**src/rtl/hist_pkg.sv**
```systemverilog
// rtl/hist_pkg.sv - shared histogram widths and readout state encoding
package hist_pkg;

    localparam int HIST_ADDR_WIDTH = 8;
    localparam int HIST_DATA_WIDTH = 32;

    typedef enum logic [2:0] {
        ST_IDLE = 3'd0,
        ST_READ = 3'd1,
        ST_CAPT = 3'd2,
        ST_OUT  = 3'd3,
        ST_DONE = 3'd4
    } hist_rd_state_e;

endpackage

```
**src/rtl/hist_sat_add.sv**
```systemverilog
// rtl/hist_sat_add.sv - unsigned saturating adder, clamps to all-ones of the result width
module hist_sat_add #(
    parameter int A_WIDTH = 32,
    parameter int B_WIDTH = 32,
    parameter int R_WIDTH = 32
) (
    input  logic [A_WIDTH-1:0] i_a,
    input  logic [B_WIDTH-1:0] i_b,
    output logic [R_WIDTH-1:0] o_sum
);

    localparam int MAX_AB  = (A_WIDTH > B_WIDTH) ? A_WIDTH : B_WIDTH;
    // One guard bit above the widest operand so the carry is never lost.
    localparam int S_WIDTH = ((MAX_AB > R_WIDTH) ? MAX_AB : R_WIDTH) + 1;

    logic [S_WIDTH-1:0] w_sum;

    assign w_sum = S_WIDTH'(i_a) + S_WIDTH'(i_b);
    assign o_sum = (|w_sum[S_WIDTH-1:R_WIDTH]) ? {R_WIDTH{1'b1}} : w_sum[R_WIDTH-1:0];

endmodule

```
**src/rtl/hist_readout.sv**
```systemverilog
// rtl/hist_readout.sv - scans histogram RAM port B, emits bin/count/CDF beats, optionally clears bins
module hist_readout
    import hist_pkg::*;
#(
    parameter int ADDR_WIDTH = HIST_ADDR_WIDTH,
    parameter int DATA_WIDTH = HIST_DATA_WIDTH,
    parameter int CDF_WIDTH  = 32,
    parameter int CLEAR_EN   = 1
) (
    input  logic                  i_clk,
    input  logic                  i_rst,
    input  logic                  i_start,
    output logic                  o_busy,
    output logic                  o_done,
    output logic [ADDR_WIDTH-1:0] o_ram_addr,
    output logic [DATA_WIDTH-1:0] o_ram_wr_data,
    output logic                  o_ram_wr_en,
    input  logic [DATA_WIDTH-1:0] i_ram_rd_data,
    output logic                  o_m_valid,
    input  logic                  i_m_ready,
    output logic [ADDR_WIDTH-1:0] o_m_bin,
    output logic [DATA_WIDTH-1:0] o_m_count,
    output logic [CDF_WIDTH-1:0]  o_m_cdf,
    output logic                  o_m_last
);

    localparam logic [ADDR_WIDTH-1:0] LAST_BIN = {ADDR_WIDTH{1'b1}};

    hist_rd_state_e        r_state;
    logic [ADDR_WIDTH-1:0] r_n;
    logic [CDF_WIDTH-1:0]  r_acc;
    logic                  r_busy;
    logic                  r_done;
    logic                  r_wr_en;
    logic                  r_valid;
    logic [ADDR_WIDTH-1:0] r_bin;
    logic [DATA_WIDTH-1:0] r_count;
    logic [CDF_WIDTH-1:0]  r_cdf;
    logic                  r_last;
    logic [CDF_WIDTH-1:0]  w_acc_next;

    hist_sat_add #(
        .A_WIDTH(CDF_WIDTH),
        .B_WIDTH(DATA_WIDTH),
        .R_WIDTH(CDF_WIDTH)
    ) u_sat_add (
        .i_a  (r_acc),
        .i_b  (i_ram_rd_data),
        .o_sum(w_acc_next)
    );

    // The bin counter doubles as the port B address for both the read and the clear write.
    always_ff @(posedge i_clk) begin
        if (i_rst) begin
            r_state <= ST_IDLE;
            r_n     <= '0;
            r_acc   <= '0;
            r_busy  <= 1'b0;
            r_done  <= 1'b0;
            r_wr_en <= 1'b0;
            r_valid <= 1'b0;
            r_bin   <= '0;
            r_count <= '0;
            r_cdf   <= '0;
            r_last  <= 1'b0;
        end else begin
            r_wr_en <= 1'b0;
            r_done  <= 1'b0;
            case (r_state)
                ST_IDLE: begin
                    if (i_start) begin
                        r_n     <= '0;
                        r_acc   <= '0;
                        r_busy  <= 1'b1;
                        r_state <= ST_READ;
                    end
                end
                ST_READ: begin
                    r_state <= ST_CAPT;
                end
                ST_CAPT: begin
                    r_count <= i_ram_rd_data;
                    r_cdf   <= w_acc_next;
                    r_acc   <= w_acc_next;
                    r_bin   <= r_n;
                    r_last  <= (r_n == LAST_BIN);
                    r_valid <= 1'b1;
                    // Clear pulse lives only in the first OUT cycle, so stalls never repeat it.
                    r_wr_en <= (CLEAR_EN != 0);
                    r_state <= ST_OUT;
                end
                ST_OUT: begin
                    if (i_m_ready) begin
                        r_valid <= 1'b0;
                        if (r_last) begin
                            r_done  <= 1'b1;
                            r_state <= ST_DONE;
                        end else begin
                            r_n     <= r_n + 1'b1;
                            r_state <= ST_READ;
                        end
                    end
                end
                ST_DONE: begin
                    r_busy  <= 1'b0;
                    r_state <= ST_IDLE;
                end
                default: begin
                    r_busy  <= 1'b0;
                    r_valid <= 1'b0;
                    r_state <= ST_IDLE;
                end
            endcase
        end
    end

    assign o_busy        = r_busy;
    assign o_done        = r_done;
    assign o_ram_addr    = r_n;
    assign o_ram_wr_data = '0;
    assign o_ram_wr_en   = r_wr_en;
    assign o_m_valid     = r_valid;
    assign o_m_bin       = r_bin;
    assign o_m_count     = r_count;
    assign o_m_cdf       = r_cdf;
    assign o_m_last      = r_last;

endmodule

```
**config.mk**
```make
export PLATFORM = sky130hd
export DESIGN_NAME = hist_readout
export DESIGN_NICKNAME = d
export VERILOG_FILES = /design/src/rtl/hist_pkg.sv /design/src/rtl/hist_sat_add.sv /design/src/rtl/hist_readout.sv
export SDC_FILE = /design/constraint.sdc
export NUM_CORES = 1
export LEC_CHECK = 0
export BUFFER_PORTS_ARGS = -buffer_cell sky130_fd_sc_hd__buf_2
export CAP_MARGIN = 20
export CORE_ASPECT_RATIO = 0.75
export CORE_MARGIN = 2
export CORE_UTILIZATION = 55
export DETAILED_ROUTE_END_ITERATION = 16
export GPL_TIMING_DRIVEN = 0
export PLACE_DENSITY = 0.82
export SLEW_MARGIN = 20
export SYNTH_ARGS = -nofsm -noshare
export SYNTH_HDL_FRONTEND = slang
export SYNTH_SLANG_ARGS = --single-unit
```
**constraint.sdc**
```tcl
create_clock -name i_clk -period 8.58 [get_ports i_clk]
set_clock_uncertainty 0.15 [all_clocks]
set_input_delay 0.429 -clock i_clk [delete_from_list [all_inputs] [get_ports i_clk]]
set_output_delay 0.429 -clock i_clk [all_outputs]
set_load 0.1 [all_outputs]
```
# ---- After elaboration in Yosys (flattened, before gate mapping)
# Index checks and enable logic that the tools add are counted.
dict set report classes {
  order_cmp 0
  mux 17
  shift 0
  n_bitwise 4
  add_sub_neg 2
  eq_ne 8
  mul 0
  div_mod_pow 0
  n_reduce_logical 11
}
# cell n
set ops {}
lappend ops {{32-bit 2-to-1 mux} 2}
lappend ops {{32-bit case mux with 2 select lines} 1}
lappend ops {{32-bit by 32-bit adder with 33-bit output} 1}
lappend ops {{8-bit 2-to-1 mux} 3}
lappend ops {{8-bit case mux with 2 select lines} 1}
lappend ops {{3-bit case mux with 4 select lines} 1}
lappend ops {{3-bit 2-to-1 mux} 3}
lappend ops {{3-bit OR reduction} 3}
lappend ops {{8-bit by 1-bit adder with 8-bit output, second input constant} 1}
lappend ops {{8-bit == test, second input constant} 1}
lappend ops {{2-bit AND reduction} 4}
lappend ops {{3-bit by 2-bit == test with 1-bit output, second input constant} 2}
lappend ops {{2-bit inequality test, second input constant} 3}
lappend ops {{1-bit 2-to-1 mux} 4}
lappend ops {{1-bit NOT} 4}
lappend ops {{4-bit AND reduction} 1}
lappend ops {{2-bit nonzero test} 2}
lappend ops {{3-bit by 1-bit == test with 1-bit output, second input constant} 1}
lappend ops {{3-bit == test, second input constant} 1}
lappend ops {{3-bit logical NOT} 1}
lappend ops {{1-bit case mux with 3 select lines} 1}
lappend ops {{1-bit case mux with 2 select lines} 1}
dict set report word_totals {
  ram_bits 0
  mem_count 0
  regBits 120
  romBits 0
  inputBits 36
  latch_bits 0
}

# ---- Depth between registers and ports, before layout
dict set report depth {
  word_depth 4
  depth_mapped 11
  depth_no_buf 10
}

# ---- Cells and area by module
# From an unflattened synthesis, not the netlist that was laid out.
dict set report unflattened {
  cells_unflattened 806
  hier_area_um2 6179.7
}
# module seq_area_each_um2 instances area_per_inst_um2 cells_each
set modules_own_cells {}
lappend modules_own_cells {hist_readout 2402.3 1 4395.5 539}
lappend modules_own_cells {hist_sat_add 0.0 1 1784.2 267}

# ---- Worst setup path after synthesis
# No wires, ideal clock.
dict set report synth_path {
  path_type {input to register}
  start {input i_ram_rd_data[0]}
  end {register r_cdf[2], in the netlist o_m_cdf[2]}
  slack_ns 5.576
  stages 11
  setup_ns 0.134
  path_buffers 2
  t_arrival_ns 2.720
  path_cell_list {ha_1 -> fa_1 -> a211oi_1 -> o21bai_1 -> a211oi_1 -> o21ai_2 -> a2111oi_4 -> o21a_1 -> buf_6 -> buf_6 -> a211oi_1}
}
dict set report synth_via {
  elab_chain_cells 2
}
# item line
set synth_rtl {}
lappend synth_rtl {{start, declared} hist_readout.sv:18} ;# input logic [DATA_WIDTH-1:0] i_ram_rd_data,
lappend synth_rtl {{32-bit by 32-bit adder with 33-bit output} hist_sat_add.sv:18} ;# assign w_sum = S_WIDTH'(i_a) + S_WIDTH'(i_b);
lappend synth_rtl {{32-bit 2-to-1 mux} hist_sat_add.sv:19} ;# assign o_sum = (|w_sum[S_WIDTH-1:R_WIDTH]) ? {R_WIDTH{1'b1}} : w_sum[R_WIDTH-1:0];
lappend synth_rtl {{end signal, assigned} hist_readout.sv:83} ;# r_cdf <= w_acc_next;
lappend synth_rtl {{end, declared} hist_readout.sv:38} ;# logic [CDF_WIDTH-1:0] r_cdf;
# Every way passes these cells.
# A chain may end at the register's enable or synchronous reset.

# ---- Final worst setup path
dict set report layout_path {
  start {register r_acc[0]}
  end {register r_acc[26]}
}
dict set report layout_via {
  elab_chain_cells 3
}
# item line
set layout_rtl {}
lappend layout_rtl {{start, declared} hist_readout.sv:31} ;# logic [CDF_WIDTH-1:0] r_acc;
lappend layout_rtl {{start signal, assigned} hist_readout.sv:84} ;# r_acc <= w_acc_next;
lappend layout_rtl {{32-bit by 32-bit adder with 33-bit output} hist_sat_add.sv:18}
lappend layout_rtl {{32-bit 2-to-1 mux} hist_sat_add.sv:19}
lappend layout_rtl {{32-bit case mux with 2 select lines} hist_readout.sv:69} ;# case (r_state)
# Every way passes these cells.

==> summary.txt <==
Clock network
  – CTS tree: done
  – CTS max path bufs: 2
  – Clock Sinks: 120
  – H-Tree Depth: 4
  – Clk root buf: clkbuf_16
  – Buffers inserted by post-CTS timing repair: 0
  – Hold_buf cts: 0
  – Clock Pin Slew Worst Setup and Hold Paths: about 0.060 ns
  – Clk_lat worst skew: 0.42 ns
  – Cts repair resizes: 0
  – CTS Buf Count: 17

Cells and area
  – Finished Core Util: 0.706
  – Non-Filler Instances: ~1,100
  – Fin nets: 1,015
  – Layout cells sized above 1: 0.214
  – Synth-to-layout area growth: 24.1%
  – Ant diodes: 0

GRT
  – Congestion Overflow GR: 0
  – Vias in the first global route: about 5,500
  – First-pass GRT wire length: 27.4 mm
  – GRT Util Overall: 0.284
  – Initial antenna violation count: 0
  – Largest net degree at the start of global routing: 17

Die
  – Row count: 33
  – Die width: around 130 um
  – Die area: ~0.012 mm^2
  – Num ports: between 150 and 200
  – Chip height: slightly below 100 um
  – Core ar.: ~0.011 mm^2
  – Initial Utilization: 0.569

STA
  – RSZ-0062 raised after global routing: false
  – Final setup viols: 0
  – Minimum clock period: 3.45 ns
  – Pins Over Slew Limit: 0
  – TNS Setup: 0 ns
  – Worst-margin pin slew: about 0.7 ns
  – Worst hold slack: 0.109 ns
  – Final period util: 0.403
  – FMAX: slightly below 300 MHz
  – Final Hold Fails: 0
  – Rel. slew slack: 0.542

Synthesis
  – Sequential area share after synthesis: 0.383
  – Top area cells in the synthesized netlist: dfxtp_1 38%, a21oi_1 8.6%, ha_1 6.6%
  – Syn_area_per_cell: just over 8 um^2
  – Post-synth top area share: 0.383
  – Post-synth EDFFs: 0
  – Post-synth top area cell: dfxtp_1
  – Syn. warnings: 0
  – Synth Instances: approximately 780
  – Post-synth design cell area: 0.00627 mm^2
  – FFs w/ async S/R, synth: 0
  – Synth Flop Type: dfxtp_1
  – #FFs+latches synth: between 100 and 150
  – Cell variety after synth: 60

Detailed routing
  – Via density: 5.61
  – Initial drt markers: approximately 500
  – Remaining DRCs: 0
  – Via Count: just over 6,000
  – Detailed Route WL: approximately 17 mm
  – Drt pass-1 iters: 5
  – Wire per inst: around 16 um
  – Final antenna-violating net count: 0

Run status
  – Status: complete, no violations

Power
  – Switching fraction of total power: 0.393
  – Internal power: between 1000 and 1500 uW
  – Clk network pwr share: 0.375
  – Power Dens Cells: 260 mW/mm^2
  – VDD IR-drop max: around 0.19 mV
  – Static leakage: about 0.0035 uW
  – Seq pwr share: 0.309
  – Comb pwr share: 0.316
  – Sw power: around 790 uW

Critical path
  – Crit-path max FO: 10
  – Crit Path Class: reg2reg
  – Worst setup EP type: register
  – Worst Path Required: between 8 and 9 ns
  – Setup crit start kind: register
  – Worst endpoint data arrival time: 3.59 ns

Placed design
  – Port-buffer cells: about 120
  – Final GP Congestion: roughly 0.93
  – Cell count after placement: between 1,000 and 1,500
  – Dpl hpwl: 12.8 mm

Worst hold path
  – HP Class: in2reg

Run
  – Maxcap violations: 0
cell type report:
cell class	count	area (um^2)
Buffer	81	469
Timing Repair Buffer	119	596
Inverter	8	30.0
Sequential cell	120	2400
Clock inverter	14	186
Tap cell	140	175
Fill cell	923	3240
Multi-Input combinational cell	598	3480
Clock buffer	18	439
worst paths after layout:
path	start	endpoint	slack, ns	cells past startpoint
hold / removal	i_ram_rd_data[12]	o_m_count[12]	0.11	3
setup reg to reg	r_acc[0]	r_acc[26]	5.13	11
setup / recovery	r_acc[0]	r_acc[26]	5.13	11
hold reg to reg	o_m_count[3]	o_m_count[3]	0.30	2
layout by cell type, fill, tap and decap left out, drive strengths merged, types with 8 or more instances in the layout:
cell type / Yosys / final
buf: 45 / 164
dfxtp: 120 / 120
nand2: 110 / 110
a21oi: 109 / 109
nor2: 82 / 82
clkbuf: 36 / 54
nor3: 43 / 43
ha: 33 / 33
conb: 1 / 32
a211oi: 30 / 30
xnor2: 18 / 18
xor2: 17 / 17
inv: 8 / 15
a21o: 14 / 14
nand3: 13 / 13
o21ai: 13 / 13
nand4: 8 / 8
critical path, cell delays in order, from the launching register on:
cell and delay, ns:
dfxtp_1 0.31, ha_1 0.20, fa_1 0.44, a211oi_1 0.27, o21bai_1 0.16, a211oi_1 0.44, o21ai_2 0.23, a2111oi_4 0.43
o21ai_4 0.17, buf_6 0.20, nor2_1 0.22, nor3_1 0.09
synthesized netlist by cell type (3+ instances only):
cell type / instances
dfxtp_1: 120
and2_1: 3
inv_1: 8
a31oi_1: 6
and4_1: 4
buf_4: 32
mux2i_1: 3
nor4_1: 4
nor4b_1: 3
a211oi_1: 30
buf_6: 5
o21ai_0: 9
nand3_1: 13
nand2_1: 110
a21oi_1: 108
nand4_1: 8
o22ai_1: 3
o21bai_1: 5
clkbuf_1: 34
nor2b_1: 3
buf_2: 4
ha_1: 33
buf_1: 4
xnor2_1: 18
o21a_1: 7
xor2_1: 17
nor3_1: 43
a21o_1: 13
o211ai_1: 5
nor2_1: 82
per-layer routing:
layer / up-vias / global-route usage / routed length [um]
met1: 2827 / 0.402 / 8090
met2: 290 / 0.430 / 7370
met5: - / 0 / 0
met3: 29 / 0.0600 / 1410
met4: 0 / 0.104 / 310
li1: 3014 / - / -
registers in the layout (all words and copies together) (netlist names):
signal and count:
o_busy 1, o_done 1, o_m_bin 8, o_m_cdf 32
o_m_count 32, o_m_last 1, o_m_valid 1, o_ram_addr 8
o_ram_wr_en 1, r_acc 32, r_state 3
power groups by stage:
stage	registers [uW]	logic [uW]	clock network [uW]
after floorplan	829	323	0
after global routing	629	680	789
final	625	638	757
after global placement	635	622	0
after CTS	624	632	761
after detailed placement	636	627	0
logic make-up (layout without fill, tap and decap cells):
logic type	count (synthesis)	count (layout)	share of synthesized area
buf+inv	89	240	0.0796
other cells	1	32	0.000598
xor+xnor	35	35	0.0489
compound gates	208	208	0.209
simple gates	285	285	0.203
mux	4	4	0.00659
fa+ha+maj	34	34	0.0691
flops	120	120	0.383
metrics by stage:
stage | power (uW) | setup WS, ns | area (um^2)
after floorplan | 1150 | 5.58 | 6380
after global placement | 1260 | 4.98 | 7160
after detailed placement | 1260 | 4.95 | 7160
after CTS | 2020 | 5.17 | 7780
after global routing | 2100 | 4.89 | 7780
final | 2020 | 5.13 | 7780
(Power assumes the default switching activity.)
